[src/rtl/nibble_serial_tx.sv]
// -----------------------------------------------------------------------------
// nibble_serial_tx
//
// Takes nibbles from a show-ahead FIFO and shifts each one out on a single
// wire. A frame is a start bit (0), DATA_W data bits LSB first, an optional
// even-parity bit, and STOP_BITS stop bits (1). Every bit is held for
// CLKS_PER_BIT clocks. The line idles at 1.
//
// Optional feature macro: NIBBLE_TX_PARITY_EN
//   defined   -> a PARITY state follows the data bits and carries the XOR of
//                the captured nibble (even parity)
//   undefined -> there is no parity state or logic; STOP follows the data
//
// Parameters
//   DATA_W        data bits per frame (must match the FIFO width)
//   CLKS_PER_BIT  clocks per serial bit, >= 1
//   STOP_BITS     stop bits per frame, 1 or 2
//
// Ports
//   clk         in   rising-edge clock
//   rstN        in   asynchronous active-low reset
//   enable      in   1 = new frames may start
//   fifo_empty  in   FIFO empty flag
//   fifo_rdata  in   FIFO head data (show-ahead, valid while !fifo_empty)
//   fifo_rd_en  out  pop strobe, combinational, only ever high in IDLE
//   tx          out  serial line, registered
//   busy        out  high for every cycle of a frame, registered
//   frame_done  out  one-cycle pulse in the last cycle of the last stop bit
// -----------------------------------------------------------------------------
module nibble_serial_tx #(
    parameter int DATA_W       = 4,
    parameter int CLKS_PER_BIT = 4,
    parameter int STOP_BITS    = 1
) (
    input  logic              clk,
    input  logic              rstN,
    input  logic              enable,
    input  logic              fifo_empty,
    input  logic [DATA_W-1:0] fifo_rdata,
    output logic              fifo_rd_en,
    output logic              tx,
    output logic              busy,
    output logic              frame_done
);

    // Each counter is sized to hold its terminal value (at least 1 bit).
    localparam int TW = (CLKS_PER_BIT > 1) ? $clog2(CLKS_PER_BIT) : 1;
    localparam int BW = (DATA_W > 1)       ? $clog2(DATA_W)       : 1;
    localparam int SW = (STOP_BITS > 1)    ? $clog2(STOP_BITS)    : 1;

    localparam logic [TW-1:0] T_LAST = TW'(CLKS_PER_BIT - 1);
    localparam logic [BW-1:0] B_LAST = BW'(DATA_W - 1);
    localparam logic [SW-1:0] S_LAST = SW'(STOP_BITS - 1);

    generate
        if (STOP_BITS < 1 || STOP_BITS > 2) begin : g_bad_stop_bits
            $error("nibble_serial_tx: STOP_BITS must be 1 or 2");
        end
        if (CLKS_PER_BIT < 1) begin : g_bad_clks_per_bit
            $error("nibble_serial_tx: CLKS_PER_BIT must be >= 1");
        end
    endgenerate

`ifdef NIBBLE_TX_PARITY_EN
    typedef enum logic [2:0] {S_IDLE, S_START, S_DATA, S_PARITY, S_STOP} state_t;
`else
    typedef enum logic [1:0] {S_IDLE, S_START, S_DATA, S_STOP} state_t;
`endif

    state_t            state, state_nx;
    logic [TW-1:0]     timer, timer_nx;
    logic [BW-1:0]     bit_cnt, bit_nx;
    logic [SW-1:0]     stop_cnt, stop_nx;
    logic [DATA_W-1:0] shift, shift_nx;
    logic              tx_nx, busy_nx, done_nx;
    logic              bit_end;
`ifdef NIBBLE_TX_PARITY_EN
    logic              par;
`endif

    // -------------------------------------------------------------------------
    // Next-state logic. The registered outputs are derived from the *next*
    // state so tx/busy/frame_done line up with the state they describe
    // rather than trailing it by one clock.
    // -------------------------------------------------------------------------
    always_comb begin
        state_nx   = state;
        timer_nx   = timer;
        bit_nx     = bit_cnt;
        stop_nx    = stop_cnt;
        shift_nx   = shift;
        fifo_rd_en = 1'b0;
        bit_end    = (timer == T_LAST);

        case (state)
            S_IDLE: begin
                fifo_rd_en = enable & ~fifo_empty;
                if (fifo_rd_en) begin
                    state_nx = S_START;
                    shift_nx = fifo_rdata;
                    timer_nx = '0;
                    bit_nx   = '0;
                    stop_nx  = '0;
                end
            end
            default: begin
                timer_nx = bit_end ? '0 : timer + 1'b1;
                if (bit_end) begin
                    case (state)
                        S_START: begin
                            state_nx = S_DATA;
                            bit_nx   = '0;
                        end
                        S_DATA: begin
                            shift_nx = shift >> 1;
                            if (bit_cnt == B_LAST) begin
`ifdef NIBBLE_TX_PARITY_EN
                                state_nx = S_PARITY;
`else
                                state_nx = S_STOP;
`endif
                                stop_nx  = '0;
                            end else begin
                                bit_nx = bit_cnt + 1'b1;
                            end
                        end
`ifdef NIBBLE_TX_PARITY_EN
                        S_PARITY: begin
                            state_nx = S_STOP;
                            stop_nx  = '0;
                        end
`endif
                        S_STOP: begin
                            if (stop_cnt == S_LAST)
                                state_nx = S_IDLE;
                            else
                                stop_nx = stop_cnt + 1'b1;
                        end
                        default: state_nx = S_IDLE;
                    endcase
                end
            end
        endcase

        // Line level for the coming cycle.
        case (state_nx)
            S_START:  tx_nx = 1'b0;
            S_DATA:   tx_nx = shift_nx[0];
`ifdef NIBBLE_TX_PARITY_EN
            S_PARITY: tx_nx = par;
`endif
            default:  tx_nx = 1'b1;
        endcase

        busy_nx = (state_nx != S_IDLE);
        // The pulse lands in the final clock of the final stop bit.
        done_nx = (state_nx == S_STOP) && (timer_nx == T_LAST) && (stop_nx == S_LAST);
    end

    // -------------------------------------------------------------------------
    // State and output registers. Reset drops any frame in flight; the nibble
    // already popped is simply lost.
    // -------------------------------------------------------------------------
    always_ff @(posedge clk or negedge rstN) begin
        if (!rstN) begin
            state      <= S_IDLE;
            timer      <= '0;
            bit_cnt    <= '0;
            stop_cnt   <= '0;
            shift      <= '0;
            tx         <= 1'b1;
            busy       <= 1'b0;
            frame_done <= 1'b0;
        end else begin
            state      <= state_nx;
            timer      <= timer_nx;
            bit_cnt    <= bit_nx;
            stop_cnt   <= stop_nx;
            shift      <= shift_nx;
            tx         <= tx_nx;
            busy       <= busy_nx;
            frame_done <= done_nx;
        end
    end

`ifdef NIBBLE_TX_PARITY_EN
    // Parity is taken from the nibble at pop time, before any shifting.
    always_ff @(posedge clk or negedge rstN) begin
        if (!rstN)
            par <= 1'b0;
        else if (fifo_rd_en)
            par <= ^fifo_rdata;
    end
`endif

endmodule

[config.mk]
export PLATFORM = sky130hd
export DESIGN_NAME = nibble_serial_tx
export DESIGN_NICKNAME = d
export VERILOG_FILES = /design/src/rtl/nibble_serial_tx.sv
export SDC_FILE = /design/constraint.sdc
export NUM_CORES = 1
export LEC_CHECK = 0
export CORE_MARGIN = 2
export CORE_UTILIZATION = 50
export CTS_CLUSTER_SIZE = 12
export DETAILED_ROUTE_END_ITERATION = 12
export GPL_TIMING_DRIVEN = 0
export PLACE_DENSITY = 0.75
export SLEW_MARGIN = 20
export SYNTH_ARGS = -nofsm -noshare
export SYNTH_HDL_FRONTEND = slang
export SYNTH_SLANG_ARGS = --single-unit
export TNS_END_PERCENT = 30
[constraint.sdc]
create_clock -name clk -period 1.7 [get_ports clk]
set_input_delay 0.34 -clock clk [delete_from_list [all_inputs] [get_ports clk]]
set_output_delay 0.34 -clock clk [all_outputs]
set_load 0.005 [all_outputs]
## Word-level counts from Yosys, hierarchy flattened

Cells that the tools add are included.

- Add/sub/neg operators: 3
- Mux-type cells: 26
- Reduce and logical (&&, ||, !) cells: 9
- Bitwise logic cells: 3
- Equality and inequality tests: 11

Operator list:

| operator | count |
|---|---|
| $mux 2 | 12 |
| $mux 4 | 4 |
| $eq 2x2->1 const B | 7 |
| $mux 1 | 6 |
| $pmux 2 s3 | 1 |
| $reduce_bool 2->1 | 3 |
| $add 2x1->2 const B | 2 |
| $eq 2x1->1 const B | 2 |
| $pmux 1 s2 | 2 |
| $pmux 2 s2 | 1 |
| $reduce_and 4->1 | 1 |
| $ne 3x3->1 const B | 1 |
| $reduce_and 3->1 | 1 |
| $reduce_bool 3->1 | 1 |
| $logic_and 1x1->1 | 2 |
| $logic_not 2->1 | 1 |
| $ne 2x2->1 const B | 1 |
| $not 1->1 | 2 |
| $add 1x1->1 const B | 1 |
| $and 1x1->1 | 1 |

- Bits of input ports: 8
- Output and inout bits: 4
- Logic and storage cells: 61
- Bits in registers: 14

## Longest topological paths before layout

Gate-level depths: netlist (run 1).

- Depth after elaboration: 8
- Depth in mapped cells: 5
- Mapped depth without buffers: 4

## Worst setup path after synthesis (run 1)

Ideal clock, no wire load.

- Kind: register to register
- Start point: register timer[0]
- End point: register state[0]
- Period minus slack after synthesis: 1.314 ns
- Arrival time: 1.188 ns
- Cell stages (with the launch flop): 6
- Setup slack: 0.386 ns
- Data required time: 1.574 ns
- Cells stage by stage: dfrtp_1 -> ha_1 -> buf_2 -> nand3b_1 -> nand2_1 -> a221o_1

- Cells in the longest elaborated chain, start to end: 3

RTL lines:

| element | RTL line | RTL |
|---|---|---|
| from (decl) | 71 | `logic [TW-1:0] timer, timer_nx;` |
| from (signal assigned) | 176 | `timer <= timer_nx;` |
| $eq 2x2->1 | 93 | `bit_end = (timer == T_LAST);` |
| $mux 2 | 108 | `if (bit_end) begin` |
| $mux 2 | 95 | `case (state)` |
| named net state_nx[0] | 70 | `state_t state, state_nx;` |
| to (signal assigned) | 175 | `state <= state_nx;` |
| to (decl) | 70 |  |

The timed path passes the listed nets, and every way through them passes these cells.
A chain may end at the register's enable or synchronous reset.

## Worst setup path in the final report (run 1)

- Start point: register tx
- End point: output port tx

RTL lines:

| element | RTL line | RTL |
|---|---|---|
| from (decl) | 41 | `output logic tx,` |
| from (signal assigned) | 180 | `tx <= tx_nx;` |

No word-level cell between the ends.

==> results.yml, run 1 <==
outcome:
  status: "finished clean"
global_routing:
  grt_util_all_layers: 0.215
  gr-total-overflow: 0
  grt_max_degree: 15
  antenna_found_initial: 0
  grt_pass1_vias: 685
  grt_pass1_wl_um: 2990
place:
  portBuffers: 11
  place_ws_ns: -0.542
  dpl.hpwl_um: 1130
  gp_congestion: 0.806
  dpl-instance-area_um2: 923
power:
  ir_worst_vdd_v: 0.000990
  p_sw_uw: 632
  pwr-share-comb: 0.504
  power-per-cell-area_nw_per_um2: 1710
  leakage_nw: 0.437
  p_int_mw: 1.02
  switching_share: 0.382
  pwr-share-seq: 0.347
  pwr-share-clk: 0.150
die:
  start_util: 0.533
  ios: 12
  die_w_um: 43.8
  die_h_um: 43.8
  fp-row-count: 14
  dieArea_um2: 1920
  core_um2: 1490
worst_setup_path:
  worst-path-max-fanout: 1
  crit_buf_inv: 1
  worst-endpoint-arrival_ns: 1.30
  worstSetupPathType: "flip-flop to output port"
  cp-end-kind: "output port"
  cpPeakStageDelay_ns: 0.52
  required_ns: 1.36
  reg2reg_setup_slack_ns: 0.19
  path_delay_family: "flip-flops"
  crit_path_start_kind: "flip-flop"
  crit_slowest_cell: "dfstp_2"
  crit_chain: "clkdlybuf4s50_1"
timing:
  max_freq_mhz: 608
  rsz0062_at_grt: "false"
  fin_crit_sh: 0.967
  slew_headroom: 0.589
  min_period_ns: 1.64
  finalWorstSetupSlack_ns: 0.0557
  worstMarginPinSlew_ns: 0.614
  finalHoldViolations: 0
  fin_skew_ns: 0.0104
  finalMaxSlewViolations: 0
  finalSetupViolations: 0
final_layout:
  post-route-util: 0.649
  num-nets-final: 101
  diodes: 0
  finalInstanceArea_um2: 966
  area_delta_synth_final_pct: 21.8
  layout-drive-gt1-share: 0.156
clock_network:
  clock-sinks: 14
  cts_tree: "yes"
  clock_latency_ns: 0.30
  clockBufferDepth: 2
  htree_levels: 1
  cts_made_buffers: 3
  cts-root-buf: "clkbuf_4"
  clk_pin_slew_ns: 0.09
routing:
  vias_per_cell: 6.32
  drcViolationCount: 0
  drt_iter0_markers: 6
  num_vias: 670
  wl_per_cell_um: 15.7
  ant_nets: 0
  wl_met3_um: 112
  wl_met2_um: 784
  top_layer: "met4"
  wl_met1_um: 697
  first_pass_iters: 5
  wirelength_um: 1660
synth:
  synth_cell_types: 38
  ys_seq_elements: 14
  synth_warnings: 0
  yosysSeqAreaShare: 0.443
  netlist_area_um2: 793
  mappedNetlistNets: 84
  syn_avg_cell_area_um2: 10.7
  syn_inst: 74
min_path:
  hold_path_class: "primary input to asynchronous set/reset pin"
job:
  maxCapViolCount: 0
## cells in the mapped netlist
library cell | n | area share
nand2b_1 | 1 | 0.0079
nor4b_4 | 1 | 0.030
a22o_1 | 4 | 0.044
a221o_1 | 1 | 0.013
nor2_1 | 6 | 0.028
a31oi_1 | 1 | 0.0079
o21ai_0 | 3 | 0.019
dfrtp_1 | 13 | 0.41
nor3b_2 | 1 | 0.016
nand4_1 | 1 | 0.0079
nor3_1 | 1 | 0.0063
nand3b_1 | 2 | 0.019
mux2_2 | 1 | 0.014
dfstp_2 | 1 | 0.033
o21ai_1 | 1 | 0.0063
and3_1 | 1 | 0.0079
buf_4 | 1 | 0.0095
a21o_1 | 3 | 0.028
ha_1 | 2 | 0.032
o41ai_1 | 2 | 0.022
clkbuf_1 | 2 | 0.0095
a21oi_1 | 1 | 0.0063
nand2_1 | 3 | 0.014
nor4b_1 | 1 | 0.011
and4b_1 | 1 | 0.013
and3b_1 | 1 | 0.011
a22oi_1 | 1 | 0.0095
buf_2 | 2 | 0.013
o221ai_1 | 1 | 0.011
inv_1 | 2 | 0.0095
mux2i_1 | 4 | 0.050
or3b_1 | 1 | 0.011
a311o_1 | 1 | 0.013
o311ai_0 | 1 | 0.011
buf_6 | 1 | 0.014
or2_1 | 1 | 0.0079
nor2b_1 | 2 | 0.016
nor2_2 | 1 | 0.0079
## per-stage QoR
| step | TNS, ns | power (mW) | hold WS [ns] | cells |
|---|---|---|---|---|
| 5_1_grt | 0 | 1.78 | 0.502 | 106 |
| 3_5_place_dp | -0.644 | 1.39 | 0.476 | 101 |
| 6_report | 0 | 1.65 | 0.418 | 106 |
| 4_1_cts | 0 | 1.65 | 0.447 | 106 |
| 3_3_place_gp | -0.629 | 1.37 | 0.464 | 101 |
| 2_1_floorplan | 0 | 1.17 | 0.0444 | 74 |
## sequential cells by signal, indices dropped and copies added, names as in the netlist
register    cells
bit_cnt         2
stop_cnt        1
busy            1
timer           2
shift           4
frame_done      1
state           2
tx              1
## metal layers
metal | vias to the layer above | GRT usage
li1 | 309 | -
met1 | 321 | 0.260
met2 | 31 | 0.335
met3 | 9 | 0.0458
met4 | 0 | 0.158
met5 | - | 0
## power by group through the flow
| stage | clock [mW] | sequential, mW | combinational, mW |
|---|---|---|---|
| finish | 0.247 | 0.573 | 0.833 |
| global route | 0.260 | 0.587 | 0.930 |
| CTS | 0.248 | 0.572 | 0.831 |
| detailed placement | 0 | 0.578 | 0.814 |
| global placement | 0 | 0.572 | 0.798 |
| floorplan | 0 | 0.562 | 0.606 |
## logic make-up after synthesis
family	synth area share
and+or+nand+nor	0.215
DFF	0.443
AOI/OAI and AO/OA	0.191
muxes	0.0647
adders and majority gates	0.0315
buffers and inverters	0.0552
## timing repair
action                                  4_1_cts  5_1_grt
pin swaps                                     1        0
hold buffers                                  0        0
resized for setup                             2        1
endpoints found under the setup margin        1        1
setup buffers                                 1        0
## layout by cell type, fill, tap and decap left out, drive strengths merged, types with 2 or more instances in the layout
master,count
nor2b,2
mux2i,4
ha,2
a21o,3
nor2,7
nor4b,2
nand3b,2
o41ai,2
nand2,3
clkbuf,6
a22o,4
dfrtp,13
inv,2
o21ai,4
buf,5
clkdlybuf4s50,9
## final timing paths
check / from / endpoint / cells after the start
max: tx / tx / 1
min: rstN / state[0] / 1
max reg2reg: timer[0] / frame_done / 4
min reg2reg: shift[2] / shift[2] / 1
max in group asynchronous: rstN / timer[1] / 1
min in group clk: shift[2] / shift[2] / 1
## area by class of cell
type                    instances  area, um2
inverters                       2       7.51
well taps                      16       20.0
multi-input cells              52        398
fillers                       135        523
clock buffers                   4       36.3
flip-flops and latches         14        352
repair buffers                 12        116
plain buffers                   6       36.3
(Power assumes the default switching activity.)
==> run 2: changes to the inputs <==
- CTS_CLUSTER_DIAMETER: not set -> 80
- GPL_TIMING_DRIVEN: 0 -> not set
- HOLD_SLACK_MARGIN: not set -> 0.02
==> results.yml, run 2 (synthesized netlist as in run 1, its figures left out) <==
final_layout:
  num-nets-final: 100
  final_common_cell: "dfrtp_1"
  layout_common_cells: "dfrtp_1 (13), clkdlybuf4s50_1 (10), nor2_1 (6), buf_4 (6)"
  nFillCells: 120
  area_delta_synth_final_pct: 21.0
  seq_area_um2: 352
  layout-drive-gt1-share: 0.169
  diodes: 0
  largest_reg_flops: 4
  multi_input_area_um2: 400
  top_register: "shift"
global_routing:
  grt_pass1_wl_um: 2550
  grt_util_all_layers: 0.178
  grt_max_degree: 21
  gr-total-overflow: 0
  antenna_found_initial: 0
  grt_pass1_vias: 574
die:
  dieArea_um2: 1920
  fp-row-count: 14
  die_w_um: 43.8
  start_util: 0.533
  core_um2: 1490
  die_h_um: 43.8
  ios: 12
worst_setup_path:
  worstSetupPathType: "primary input to output port"
  worstRegToRegCells: 4
  crit_path_start_kind: "primary input"
  required_ns: 1.36
  worst-endpoint-arrival_ns: 1.31
  worst-path-max-fanout: 2
  cp-end-kind: "output port"
routing:
  first_pass_iters: 4
  drcViolationCount: 0
  num_vias: 614
  drt_iter0_markers: 17
  ant_nets: 0
  wirelength_um: 1430
  vias_per_cell: 5.85
  wl_per_cell_um: 13.6
place:
  portBuffers: 11
  dpl.hpwl_um: 1040
  gp_congestion: 0.765
  place_ws_ns: -0.228
timing:
  finalSetupViolations: 0
  slew_headroom: 0.796
  finalHoldViolations: 0
  fin_crit_sh: 0.969
  fin_skew_ns: 0.00161
  min_period_ns: 1.65
  hold_slack_ns: 0.378
  worstMarginPinSlew_ns: 0.302
  finalWorstSetupSlack_ns: 0.0534
  rsz0062_at_grt: "false"
  max_freq_mhz: 607
  finalMaxSlewViolations: 0
power:
  power-per-cell-area_nw_per_um2: 1610
  leakage_nw: 0.433
  ir_worst_vdd_v: 0.00103
clock_network:
  clockBufferDepth: 2
  cts_made_buffers: 3
  cts-root-buf: "clkbuf_4"
  clk_pin_slew_ns: 0.08
  cts_tree: "yes"
  htree_levels: 1
  clock-sinks: 14
  postCtsSetupBuffers: 0
  clock_latency_ns: 0.27
  ctsHoldBuffers: 0
min_path:
  hold_path_class: "primary input to asynchronous set/reset pin"
job:
  maxCapViolCount: 0
outcome:
  status: "finished clean"
-- run 2: worst paths after layout --
check                             end  slack, ns       start
max                        fifo_rd_en       0.05  fifo_empty
min                        bit_cnt[0]       0.38        rstN
max reg2reg                bit_cnt[1]       0.24    timer[0]
min reg2reg                  shift[2]       0.49    shift[2]
max in group asynchronous          tx       1.09        rstN
min in group clk             shift[2]       0.49    shift[2]
-- run 2: routing by layer --
layer,GRT usage,vias to the layer above,wire length (um)
li1,-,308,-
met1,0.255,288,673
met2,0.262,14,672
met3,0.0250,4,59
met4,0.0909,0,23
met5,0,-,0
-- run 2: layout make-up --
cell class                 instances  area share
sequential                        14       0.366
multi-input combinational         52       0.417
timing repair buffer              17       0.160
inverter                           2     0.00782
clock buffer                       4      0.0274
tap                               16      0.0209
-- run 2: metrics by stage --
stage	cells	setup TNS, ns	power, mW	util	area (um2)
floorplan	74	0	1.17	-	793
global placement	101	-0.201	1.34	0.626	932
detailed placement	101	-0.228	1.35	0.626	932
CTS	105	0	1.56	0.643	957
global route	105	0	1.69	0.645	960
finish	105	0	1.55	0.645	960
-- run 2: report_power, final --
part / internal, mW / switching, mW
registers: 0.481 / 0.0916
logic: 0.398 / 0.383
clock network: 0.0909 / 0.103
-- run 2: what timing repair did --
action,in CTS,in global routing
gates resized for setup,1,1
gates cloned,0,0
setup endpoints to repair,1,1
-- run 2: critical path, stage by stage --
cell             delay, ns
clkdlybuf4s50_1       0.46
nor4b_4               0.24
dlygate4sd2_1         0.26
==> run 3: changes to the inputs <==
- CAP_MARGIN: not set -> 10
- PLACE_DENSITY: 0.75 -> 0.77
==> results.yml, run 3 (synthesized netlist as in run 1, its figures left out) <==
clock_network:
  clock-sinks: 14
  clockBufferDepth: 2
  htree_levels: 1
  ctsHoldBuffers: 0
  clk_pin_slew_ns: 0.09
  cts_tree: "yes"
  clock_latency_ns: 0.29
  cts_made_buffers: 3
  cts-root-buf: "clkbuf_4"
power:
  ir_worst_vdd_v: 0.000857
  p_sw_uw: 609
  switching_share: 0.375
  pwr-share-clk: 0.152
  p_int_mw: 1.02
  pwr-share-seq: 0.358
  leakage_nw: 0.451
  power-per-cell-area_nw_per_um2: 1660
  finalPower_mw: 1.62
  pwr-share-comb: 0.490
die:
  die_h_um: 43.8
  core_um2: 1490
  die_w_um: 43.8
  dieArea_um2: 1920
  ios: 12
  start_util: 0.533
  fp-row-count: 14
worst_setup_path:
  worst-path-max-fanout: 1
  cpPeakStageDelay_ns: 0.53
  crit_buf_inv: 1
  worstSetupPathType: "flip-flop to output port"
  crit_chain: "clkdlybuf4s50_1"
  crit_path_start_kind: "flip-flop"
  cp-end-kind: "output port"
  worst-endpoint-arrival_ns: 1.30
  required_ns: 1.36
  path_delay_family: "flip-flops"
  crit_slowest_cell: "dfstp_2"
final_layout:
  layout-drive-gt1-share: 0.198
  largest_reg_flops: 4
  diodes: 0
  layout_common_cells: "dfrtp_1 (13), clkdlybuf4s50_1 (9), buf_4 (8), nor2_1 (6)"
  nFillCells: 124
  final_common_cell: "dfrtp_1"
  area_delta_synth_final_pct: 23.2
  num-nets-final: 102
  top_register: "shift"
global_routing:
  grt_max_degree: 21
  grt_pass1_wl_um: 2790
  grt_util_all_layers: 0.198
  grt_pass1_vias: 621
  antenna_found_initial: 0
  gr-total-overflow: 0
timing:
  fin_skew_ns: 0.00438
  slew_headroom: 0.769
  worstMarginPinSlew_ns: 0.346
  fin_crit_sh: 0.963
  min_period_ns: 1.64
  finalMaxSlewViolations: 0
  max_freq_mhz: 611
  finalSetupViolations: 0
  finalHoldViolations: 0
  tns_ns: 0
  rsz0062_at_grt: "false"
job:
  maxCapViolCount: 0
routing:
  drcViolationCount: 0
  drt_iter0_markers: 13
  vias_per_cell: 5.88
  ant_nets: 0
  wirelength_um: 1570
  first_pass_iters: 4
  num_vias: 629
  wl_per_cell_um: 14.6
min_path:
  hold_path_class: "primary input to asynchronous set/reset pin"
place:
  portBuffers: 11
  gp_congestion: 0.823
  dpl.hpwl_um: 1130
outcome:
  status: "finished clean"
[run 3: cell types whose count changed in the layout (fill, tap and decap cells not counted), sizes merged]
cell and delta:
buf +3, clkdlybuf4s50 -1
[run 3: area by class of cell]
class / instances / area [um2] / share of cell area
multi-input cells: 52 / 398 / 0.407
flip-flops and latches: 14 / 352 / 0.360
repair buffers: 19 / 164 / 0.168
clock buffers: 4 / 36.3 / 0.0371
well taps: 16 / 20.0 / 0.0205
inverters: 2 / 7.51 / 0.00768
[run 3: path summary, 6_finish.rpt]
check	start	end	slack, ns	depth (start not counted)
min in group clk	shift[2]	shift[2]	0.49	1
worst max register to register	timer[0]	bit_cnt[1]	0.18	4
worst min register to register	shift[2]	shift[2]	0.49	1
worst min-delay path	rstN	bit_cnt[1]	0.35	2
worst max-delay path	tx	tx	0.06	1
max in group asynchronous	rstN	tx	1.11	2
[run 3: power by group through the flow]
stage                     clock, mW  sequential, mW  combinational [mW]
after global routing          0.260           0.599               0.884
after global placement            0           0.583               0.767
after CTS                     0.254           0.579               0.800
after floorplan                   0           0.562               0.606
final                         0.247           0.581               0.796
after detailed placement          0           0.584               0.793
[run 3: per-stage QoR]
stage | std cells | setup slack (ns) | utilization | cell area (um2) | hold WS (ns)
after global placement | 101 | -0.303 | 0.626 | 932 | 0.471
after CTS | 107 | 0.0479 | 0.661 | 983 | 0.356
after detailed placement | 101 | -0.309 | 0.626 | 932 | 0.481
final | 107 | 0.0626 | 0.656 | 977 | 0.354
after global routing | 107 | 0.0280 | 0.656 | 977 | 0.373
after floorplan | 74 | 0.386 | - | 793 | 0.0444
[run 3: timing repair]
action	4_1_cts	5_1_grt
gates cloned	0	0
pin swaps	1	0
gates resized for setup	4	1
buffers inserted	2	0
endpoints found under the setup margin	1	1
[run 3: metal layers]
layer / vias up / global-route usage / wire length [um]
li1: 310 / - / -
met1: 298 / 0.251 / 715
met2: 16 / 0.321 / 750
met3: 5 / 0.0375 / 63
met4: 0 / 0.103 / 37
met5: - / 0 / 0
[run 3: worst register-to-register path: cells and delay by family, from the launching register on]
kind,cells,cell delay [ns]
DFF,1,0.40
buffers and inverters,1,0.16
AOI/OAI and AO/OA,2,0.47
adders and majority gates,1,0.38
